$ cat config.mk
export PLATFORM = sky130hd
export DESIGN_NAME = wb_arbiter_2m
export DESIGN_NICKNAME = d
export VERILOG_FILES = /design/src/rtl/wb_arbiter_2m.sv
export SDC_FILE = /design/constraint.sdc
export NUM_CORES = 1
export LEC_CHECK = 0
export CAP_MARGIN = 20
export CORE_AREA = 3 3 126 128
export CTS_BUF_LIST = sky130_fd_sc_hd__clkbuf_4 sky130_fd_sc_hd__clkbuf_8
export CTS_CLUSTER_DIAMETER = 50
export DETAILED_ROUTE_END_ITERATION = 16
export DIE_AREA = 0 0 129 131
export GPL_TIMING_DRIVEN = 0
export HOLD_SLACK_MARGIN = 0.05
export PLACE_DENSITY = 0.53
export SLEW_MARGIN = 20
export SYNTH_ARGS = -nofsm -noshare
export SYNTH_HDL_FRONTEND = slang
export SYNTH_SLANG_ARGS = --single-unit
$ cat constraint.sdc
create_clock -name clk_i -period 2.7 [get_ports clk_i]
set_input_delay 0.27 -clock clk_i [delete_from_list [all_inputs] [get_ports clk_i]]
set_output_delay 0.27 -clock clk_i [all_outputs]
set_load 0.02 [all_outputs]
$ cat src/rtl/wb_arbiter_2m.sv
// Two-master, one-slave Wishbone classic arbiter with cyc-based ownership and round-robin fairness.
// Optional stuck-slave timeout is enabled by defining WB_ARB_TIMEOUT_EN.
module wb_arbiter_2m #(
    parameter int unsigned TIMEOUT_CYCLES = 255
) (
    input  logic        clk_i,
    input  logic        rst_i,

    input  logic        m0_cyc_i,
    input  logic        m0_stb_i,
    input  logic        m0_we_i,
    input  logic [31:0] m0_adr_i,
    input  logic [31:0] m0_dat_i,
    input  logic [3:0]  m0_sel_i,
    output logic [31:0] m0_dat_o,
    output logic        m0_ack_o,
    output logic        m0_err_o,
    output logic        m0_rty_o,

    input  logic        m1_cyc_i,
    input  logic        m1_stb_i,
    input  logic        m1_we_i,
    input  logic [31:0] m1_adr_i,
    input  logic [31:0] m1_dat_i,
    input  logic [3:0]  m1_sel_i,
    output logic [31:0] m1_dat_o,
    output logic        m1_ack_o,
    output logic        m1_err_o,
    output logic        m1_rty_o,

    output logic        s_cyc_o,
    output logic        s_stb_o,
    output logic        s_we_o,
    output logic [31:0] s_adr_o,
    output logic [31:0] s_dat_o,
    output logic [3:0]  s_sel_o,
    input  logic [31:0] s_dat_i,
    input  logic        s_ack_i,
    input  logic        s_err_i,
    input  logic        s_rty_i,

    output logic [1:0]  gnt_o
);

    localparam int unsigned CNT_W = 16;

    typedef enum logic [1:0] {
        IDLE   = 2'd0,
        GRANT0 = 2'd1,
        GRANT1 = 2'd2
    } state_t;

    state_t state_q, state_d;
    logic   last_grant_q, last_grant_d;
    logic   timeout_c;
    logic   stb_fwd_c;
    logic   term_c;

    assign term_c = s_ack_i | s_err_i | s_rty_i;

    always_comb begin
        stb_fwd_c = 1'b0;
        case (state_q)
            GRANT0:  stb_fwd_c = m0_cyc_i & m0_stb_i;
            GRANT1:  stb_fwd_c = m1_cyc_i & m1_stb_i;
            default: stb_fwd_c = 1'b0;
        endcase
    end

    // State and round-robin history register.
    always_ff @(posedge clk_i) begin
        if (rst_i) begin
            state_q      <= IDLE;
            last_grant_q <= 1'b1;
        end else begin
            state_q      <= state_d;
            last_grant_q <= last_grant_d;
        end
    end

    // Next-state: ownership is held until the owner drops cyc, then handed over without a bubble.
    always_comb begin
        state_d      = state_q;
        last_grant_d = last_grant_q;
        case (state_q)
            IDLE: begin
                if (m0_cyc_i && m1_cyc_i) state_d = last_grant_q ? GRANT0 : GRANT1;
                else if (m0_cyc_i)        state_d = GRANT0;
                else if (m1_cyc_i)        state_d = GRANT1;
            end
            GRANT0: begin
                if (timeout_c)      state_d = IDLE;
                else if (!m0_cyc_i) state_d = m1_cyc_i ? GRANT1 : IDLE;
            end
            GRANT1: begin
                if (timeout_c)      state_d = IDLE;
                else if (!m1_cyc_i) state_d = m0_cyc_i ? GRANT0 : IDLE;
            end
            default: state_d = IDLE;
        endcase
        if (state_d == GRANT0) last_grant_d = 1'b0;
        if (state_d == GRANT1) last_grant_d = 1'b1;
    end

`ifdef WB_ARB_TIMEOUT_EN
    logic [CNT_W-1:0] wait_q;

    // Counts stalled strobe cycles of the current owner; any break in the wait restarts it.
    always_ff @(posedge clk_i) begin
        if (rst_i || state_q == IDLE || state_d != state_q || !stb_fwd_c || term_c || timeout_c)
            wait_q <= '0;
        else
            wait_q <= wait_q + CNT_W'(1);
    end

    assign timeout_c = stb_fwd_c && !term_c && (wait_q >= CNT_W'(TIMEOUT_CYCLES));
`else
    logic [CNT_W-1:0] unused_timeout;
    assign unused_timeout = CNT_W'(TIMEOUT_CYCLES);
    assign timeout_c      = 1'b0;
`endif

    // Bus steering: the owner sees the slave, everything else is held at zero.
    always_comb begin
        s_cyc_o  = 1'b0;
        s_stb_o  = 1'b0;
        s_we_o   = 1'b0;
        s_adr_o  = '0;
        s_dat_o  = '0;
        s_sel_o  = '0;
        gnt_o    = 2'b00;
        m0_dat_o = '0;
        m0_ack_o = 1'b0;
        m0_err_o = 1'b0;
        m0_rty_o = 1'b0;
        m1_dat_o = '0;
        m1_ack_o = 1'b0;
        m1_err_o = 1'b0;
        m1_rty_o = 1'b0;
        if (!rst_i) begin
            case (state_q)
                GRANT0: begin
                    gnt_o    = 2'b01;
                    s_cyc_o  = m0_cyc_i & ~timeout_c;
                    s_stb_o  = m0_stb_i & ~timeout_c;
                    s_we_o   = m0_we_i;
                    s_adr_o  = m0_adr_i;
                    s_dat_o  = m0_dat_i;
                    s_sel_o  = m0_sel_i;
                    m0_dat_o = s_dat_i;
                    m0_ack_o = s_ack_i;
                    m0_err_o = s_err_i | timeout_c;
                    m0_rty_o = s_rty_i;
                end
                GRANT1: begin
                    gnt_o    = 2'b10;
                    s_cyc_o  = m1_cyc_i & ~timeout_c;
                    s_stb_o  = m1_stb_i & ~timeout_c;
                    s_we_o   = m1_we_i;
                    s_adr_o  = m1_adr_i;
                    s_dat_o  = m1_dat_i;
                    s_sel_o  = m1_sel_i;
                    m1_dat_o = s_dat_i;
                    m1_ack_o = s_ack_i;
                    m1_err_o = s_err_i | timeout_c;
                    m1_rty_o = s_rty_i;
                end
                default: ;
            endcase
        end
    end

endmodule

======== Word level (Yosys, flattened, before mapping) ========
Cells that the tools add are included.
storage, ports and cells
  register bits after elaboration ......... 3
cells by class
  equality and inequality tests ........... 4
  mux-type cells .......................... 39
  reduce and logical (&&, ||, !) cells .... 3
operators by type and width
  operator                                              count
  2-to-1 mux 32 bit                                     6
  case mux 32 bit (2 select lines)                      2
  2-to-1 mux 1 bit                                      16
  2-to-1 mux 2 bit                                      8
  case mux 4 bit (2 select lines)                       1
  case mux 1 bit (2 select lines)                       3
  case mux 2 bit (3 select lines)                       1
  equality test 2 x 1 -> 1 bit (second input constant)  2
  equality test 2 bit (second input constant)           2
  2-to-1 mux 4 bit                                      1
  case mux 2 bit (2 select lines)                       1
  logical NOT 2 bit                                     1
  OR reduction 2 bit                                    1
  logical AND 1 bit                                     1

======== Logic depth before layout (Yosys ltp) ========
Gate-level depths: netlist (run 1).
  word-level depth ........................ 6
  depth in mapped cells ................... 8

======== Least setup slack after synthesis (run 1) ========
No wires, ideal clock.
  kind .................................... register to output
  from .................................... register state_q[0]
  to ...................................... output port m1_dat_o[22]
  data arrival time ....................... 1.626 ns
  required time ........................... 2.430 ns
  setup slack ............................. 0.804 ns
  stages on the path, launching flop included .. 7
  cells stage by stage .................... dfxtp_1 -> inv_1 -> ha_1 -> buf_6 -> nor2b_1 -> clkbuf_1 -> and2_1
between the ends
  cells in the longest elaborated chain, start to end .. 3
ends and longest elaborated chain
  what                      RTL line  text
  start: declaration        53        state_t state_q, state_d;
  start signal: assignment  76        state_q <= state_d;
  equality test 2 bit       141       case (state_q)
  2-to-1 mux 32 bit         141
  2-to-1 mux 32 bit         140       if (!rst_i) begin
  end: declaration          26        output logic [31:0] m1_dat_o,
Every way passes these cells.

======== Final worst setup path (run 1) ========
  from .................................... input port rst_i
  to ...................................... output port s_dat_o[8]
between the ends
  cells in the longest elaborated chain, start to end .. 1
ends and longest elaborated chain
  what                RTL line  text
  start: declaration  7         input logic rst_i,
  2-to-1 mux 32 bit   140
  end: declaration    35        output logic [31:0] s_dat_o,
Every way passes these cells.

==> flow_summary.ini, run 1 <==
[sta]
rsz0062_at_grt = no
clock_skew_ns = 0.00525
fmax_mhz = 390
post-route-period-util = 0.950
setup_viol = 0
max_slew_margin = 0.704
slew_viol_final = 0
worst_pin_slew_ns = 0.444
fin_crit_ns = 2.56
tns_ns = 0
finalHoldViolCount = 0

[layout]
syn_to_final_growth_pct = 222
layout_common_cells = clkdlybuf4s50_1 (320), a22oi_1 (71), nor2_1 (71), and2_1 (70), clkbuf_2 (17)
drive_gt1_frac = 0.0485
nets = 782
final_common_cell = clkdlybuf4s50_1
diodes = 0
final_cells = 786

[floorplan]
die_area_um2 = 16900
rows = 45
die_width_um = 129
placeableCoreArea_um2 = 15000
ios = 322
start_util = 0.107
die_y_um = 131

[clocking]
cts_sinks = 3
h-tree-depth = 1
postCtsHoldBufs = 0
tritoncts = done
cts-root-buf = clkbuf_8
insertion_delay_ns = 0.22
clk_pin_slew_ns = 0.03
cts.path.max_buffers = 2
numCtsBuffers = 3

[grt]
grt.met1_usage = 0.155
grt_pass1_vias = 3308
grt_pass1_wl_um = 18100
met2_usage = 0.242
antenna_found_initial = 0
top_usage_layer = met2
grt_start_max_net_pins = 11
grt.total_usage = 0.135
grt-ovfl-total = 0
met3_usage = 0.0642

[setup_path]
path_buf_inv = 3
cp_max_fo = 10
slowest_stage = clkdlybuf4s50_1
crit_family = buffers and inverters
worst-endpoint-arrival_ns = 2.29
crit_path_frequent_cell = clkdlybuf4s50_1
worstSetupStartpointType = primary input
path_class = in -> out
path_cells = clkdlybuf4s50_1 -> nand2b_4 -> clkbuf_1 -> nor2_1 -> clkdlybuf4s50_1
max_stage_delay_ns = 0.70
cp-end-kind = output port
worst_ep_required_time_ns = 2.43

[synthesis]
syn-num-nets = 454
avgSynthCellArea_um2 = 5.93
ys_warn_count = 0
syn_inst = 271
ys_types = 21
synth_seq_area_share = 0.0374
synth-seq-cells = 3
mappedNetlistArea_um2 = 1610

[routing]
routed_wirelength_um = 12700
drc = 0
drtIter0Drc = 151
dr.pass1.iters = 4
viasPerCell = 4.15
wl_per_cell_um = 16.2
vias = 3259
route.antenna.remaining_nets = 0

[power_and_ir_drop]
p_sw_frac = 0.421
internal_power_uw = 711
finalPower_mw = 1.23
seq_power_share = 0.048
power.share.clock = 0.116
peakVddDrop_v = 0.000115
p_leak_nw = 1.82
p_switching_uw = 518
pwr-share-comb = 0.836
power_density_nw_per_um2 = 238

[status]
status = finished, final reports clean

[place]
place_inst = 780
dp_hpwl_um = 10700
io_buffers = 321
place_congestion = 0.727

[run]
drv_cap = 0

[min_path]
hp-class = reg -> reg
## worst paths after layout
check                             from                        end  slack (ns)  cells past startpoint
min          last_grant_q$_SDFFE_PP1N_  last_grant_q$_SDFFE_PP1N_        0.57                      2
max reg2reg      state_q[1]$_SDFF_PP0_  last_grant_q$_SDFFE_PP1N_        0.81                      8
max                              rst_i                 s_dat_o[8]        0.14                      5
min reg2reg  last_grant_q$_SDFFE_PP1N_  last_grant_q$_SDFFE_PP1N_        0.57                      2
## logic make-up after synthesis
group           synth area share
compound gates             0.370
fa+ha+maj                 0.0311
buf+inv                   0.0887
flops                     0.0374
simple gates               0.472
## area by class of cell
class / count / area [um2]
plain buffers: 29 / 145
clock buffers: 4 / 48.8
fillers: 1564 / 9810
inverters: 4 / 15.0
multi-input cells: 234 / 1430
flip-flops and latches: 3 / 60.1
well taps: 188 / 235
repair buffers: 324 / 3240
## registers in the layout, indices dropped and copies added, names as in the netlist
signal,count
state_q,2
last_grant_q,1
## tightest hold or removal path: stages, from the launching register on
cell and delay, ns:
dfxtp_1 0.33, o21bai_1 0.11, a21o_1 0.10
## per-stage QoR
stage          worst slack, ns   util  cell area (um2)  hold slack (ns)
5_1_grt                0.00143  0.345             5170            0.598
3_3_place_gp            -0.268  0.338             5060            0.561
3_5_place_dp            -0.253  0.338             5060            0.570
4_1_cts               0.000287  0.343             5130            0.576
6_report                 0.136  0.345             5170            0.569
2_1_floorplan            0.804      -             1610            0.346
## per-layer routing
layer  routed length, um  up-vias  part of all wire
li1                    -     1597                 -
met1                4830     1468              0.38
met2                6380      194              0.50
met3                1510        0              0.12
met4                   0        0                 0
met5                   0        -                 0
## cell usage after synthesis
cell	number	area [um2]
a22oi_1	71	533
nor2_1	71	267
and2_1	70	438
clkbuf_1	28	105
ha_1	4	50.1
inv_1	4	15.0
dfxtp_1	3	60.1
nor2b_1	3	18.8
a21oi_1	2	10.0
buf_6	2	22.5
nand2b_1	2	12.5
nor3b_1	2	15.0
a21o_1	1	7.51
a22o_1	1	8.76
a32o_1	1	10.0
nand2_1	1	3.75
nor3_1	1	5.00
o21ai_0	1	5.00
o21bai_1	1	7.51
o22ai_1	1	6.26
o31ai_1	1	7.51
## power groups by stage
stage          sequential, mW  clock [mW]  combinational [mW]
2_1_floorplan          0.0579           0               0.459
3_3_place_gp           0.0595           0                1.00
3_5_place_dp           0.0599           0                1.01
4_1_cts                0.0593       0.144                1.03
5_1_grt                0.0605       0.149                1.11
6_report               0.0593       0.142                1.03
## timing repair
item                                    CTS  global route
endpoints found under the setup margin  136            83
resized for setup                        14            18
setup buffers                             0             3
Power figures use the tool's default switching activity.
==> run 2, diff against run 1 <==
==> constraint.sdc (replaced) <==
create_clock -name clk_i -period 2.7 [get_ports clk_i]
set_input_delay 0.405 -clock clk_i [delete_from_list [all_inputs] [get_ports clk_i]]
set_output_delay 0.405 -clock clk_i [all_outputs]
set_load 0.02 [all_outputs]
==> run 2 against run 1 <==
First-iteration DRC count stayed put. Hold slack stayed put. Clock skew about the same. Largest power group unchanged. Highest routed layer is now met4.
==> flow_summary.ini, run 2 (synthesized netlist as in run 1, its figures left out) <==
[floorplan]
ios = 322
start_util = 0.107
placeableCoreArea_um2 = 15000
die_y_um = 131
die_area_um2 = 16900
die_width_um = 129
rows = 45

[routing]
wl_per_cell_um = 16.3
vias = 3272
drtIter0Drc = 151
drc = 0
highest_layer = met4
dr.pass1.iters = 4
viasPerCell = 4.16
routed_wirelength_um = 12800
dr_wl_met3_um = 1510
met2WireLength_um = 6460
met1_length_um = 4800
route.antenna.remaining_nets = 0

[min_path]
whs_endpoint = last_grant_q$_SDFFE_PP1N_
hold_path_depth = 2
hold_start = last_grant_q$_SDFFE_PP1N_
hp-class = reg -> reg

[grt]
grt_pass1_vias = 3337
grt-ovfl-total = 0
antenna_found_initial = 0
grt_pass1_wl_um = 18100
grt_start_max_net_pins = 11
grt.total_usage = 0.135

[power_and_ir_drop]
power_density_nw_per_um2 = 230
peakVddDrop_v = 0.000115
p_leak_nw = 2.93

[sta]
fin_crit_ns = 2.59
worst_pin_slew_ns = 0.387
fmax_mhz = 387
setup_slack_ns = 0.113
max_slew_margin = 0.742
clock_skew_ns = 0.00523
post-route-period-util = 0.958
finalHoldViolCount = 0
slew_viol_final = 0
setup_viol = 0

[clocking]
numCtsBuffers = 3
cts.path.max_buffers = 2
h-tree-depth = 1
clk_pin_slew_ns = 0.03
cts_sinks = 3
tritoncts = done
cts-root-buf = clkbuf_8
postCtsHoldBufs = 0
insertion_delay_ns = 0.22

[layout]
seqCellArea_um2 = 60.1
largest_reg_flops = 2
drive_gt1_frac = 0.0652
final_common_cell = clkdlybuf4s50_1
multi_input_area_um2 = 1430
top_register = state_q
final_cells = 786
nFillCells = 1554
diodes = 0
layout_common_cells = clkdlybuf4s50_1 (259), a22oi_1 (71), nor2_1 (71), and2_1 (70), dlymetal6s2s_1 (60)
nets = 782
reg_top3 = state_q (2), last_grant_q (1)
syn_to_final_growth_pct = 232

[setup_path]
cp-end-kind = output port
worstSetupStartpointType = flip-flop
ff2ff_setup_slack_ns = 0.81
reg2reg_from = state_q[1]$_SDFF_PP0_
cp_max_fo = 10
worst_ep_required_time_ns = 2.30
reg2reg_to = last_grant_q$_SDFFE_PP1N_
reg2reg_depth = 8
worst-endpoint-arrival_ns = 2.18
path_class = reg -> out

[place]
io_buffers = 321
place_congestion = 0.727
dp_hpwl_um = 10700
place_inst = 780
dpl_worst_slack_ns = -0.523

[status]
status = finished, final reports clean

[run]
drv_cap = 0
## run 2: changes by cell type in the layout (fill, tap and decap cells not counted)
cell             before  now
clkbuf_1             10    0
buf_2                 0    2
dlymetal6s2s_1        1   60
clkdlybuf4s50_1     320  259
dlygate4sd2_1         0    2
clkbuf_4              1    4
clkbuf_2             17   22
## run 2: critical path, cell delays in order, from the launching register on
cell and delay, ns:
dfxtp_1 0.35, inv_1 0.09, ha_1 0.16, buf_6 0.17
nor2b_4 0.22, buf_2 0.22, and2_1 0.14, clkdlybuf4s50_1 0.60
## run 2: worst max-delay path by stage
| stage | to | start | cells past startpoint | slack [ns] |
|---|---|---|---|---|
| 6_report | m0_dat_o[11] | state_q[1]$_SDFF_PP0_ | 7 | 0.11 |
| 5_1_grt | m1_dat_o[13] | state_q[1]$_SDFF_PP0_ | 6 | -0.002 |
| 4_1_cts | s_adr_o[20] | state_q[1]$_SDFF_PP0_ | 7 | 0.004 |
| 3_5_place_dp | m1_dat_o[18] | rst_i | 5 | -0.52 |
| 3_3_place_gp | m0_dat_o[4] | rst_i | 5 | -0.54 |
| 2_1_floorplan | m1_dat_o[22] | state_q[0]$_SDFF_PP0_ | 6 | 0.67 |
## run 2: repair_timing
action,4_1_cts,5_1_grt
endpoints found under the hold margin,0,0
setup endpoints to repair,143,127
gates resized for setup,23,92
buffers inserted,2,1
pin swaps,0,0
## run 2: power breakdown
group          leakage [nW]  switching (mW)  internal (mW)  total (mW)
registers            0.0248         0.00685         0.0524      0.0593
clock network        0.0262          0.0314          0.111       0.142
logic                  2.88           0.479          0.547        1.03
total                  2.93           0.517          0.710        1.23
## run 2: through the flow
step | hold slack (ns) | power (mW) | instance area, um2 | utilization | TNS (ns)
after floorplan | 0.481 | 0.517 | 1610 | - | 0
after global placement | 0.561 | 1.06 | 5060 | 0.338 | -57.33
after detailed placement | 0.570 | 1.07 | 5060 | 0.338 | -57.29
after CTS | 0.576 | 1.24 | 5150 | 0.344 | 0
after global routing | 0.598 | 1.32 | 5340 | 0.356 | -0.00226
final | 0.569 | 1.23 | 5340 | 0.356 | 0
## run 2: cell type report
class | instances | share of cell area
timing repair buffer | 324 | 0.634
sequential | 3 | 0.0113
tap | 188 | 0.0441
multi-input combinational | 234 | 0.268
clock buffer | 4 | 0.00915
inverter | 4 | 0.00281
buffer | 29 | 0.0310
## run 2: metal layers
layer | GRT usage | vias up
met2 | 0.241 | 191
met5 | 0 | -
li1 | - | 1603
met4 | 0.00926 | 0
met1 | 0.155 | 1476
met3 | 0.0642 | 2
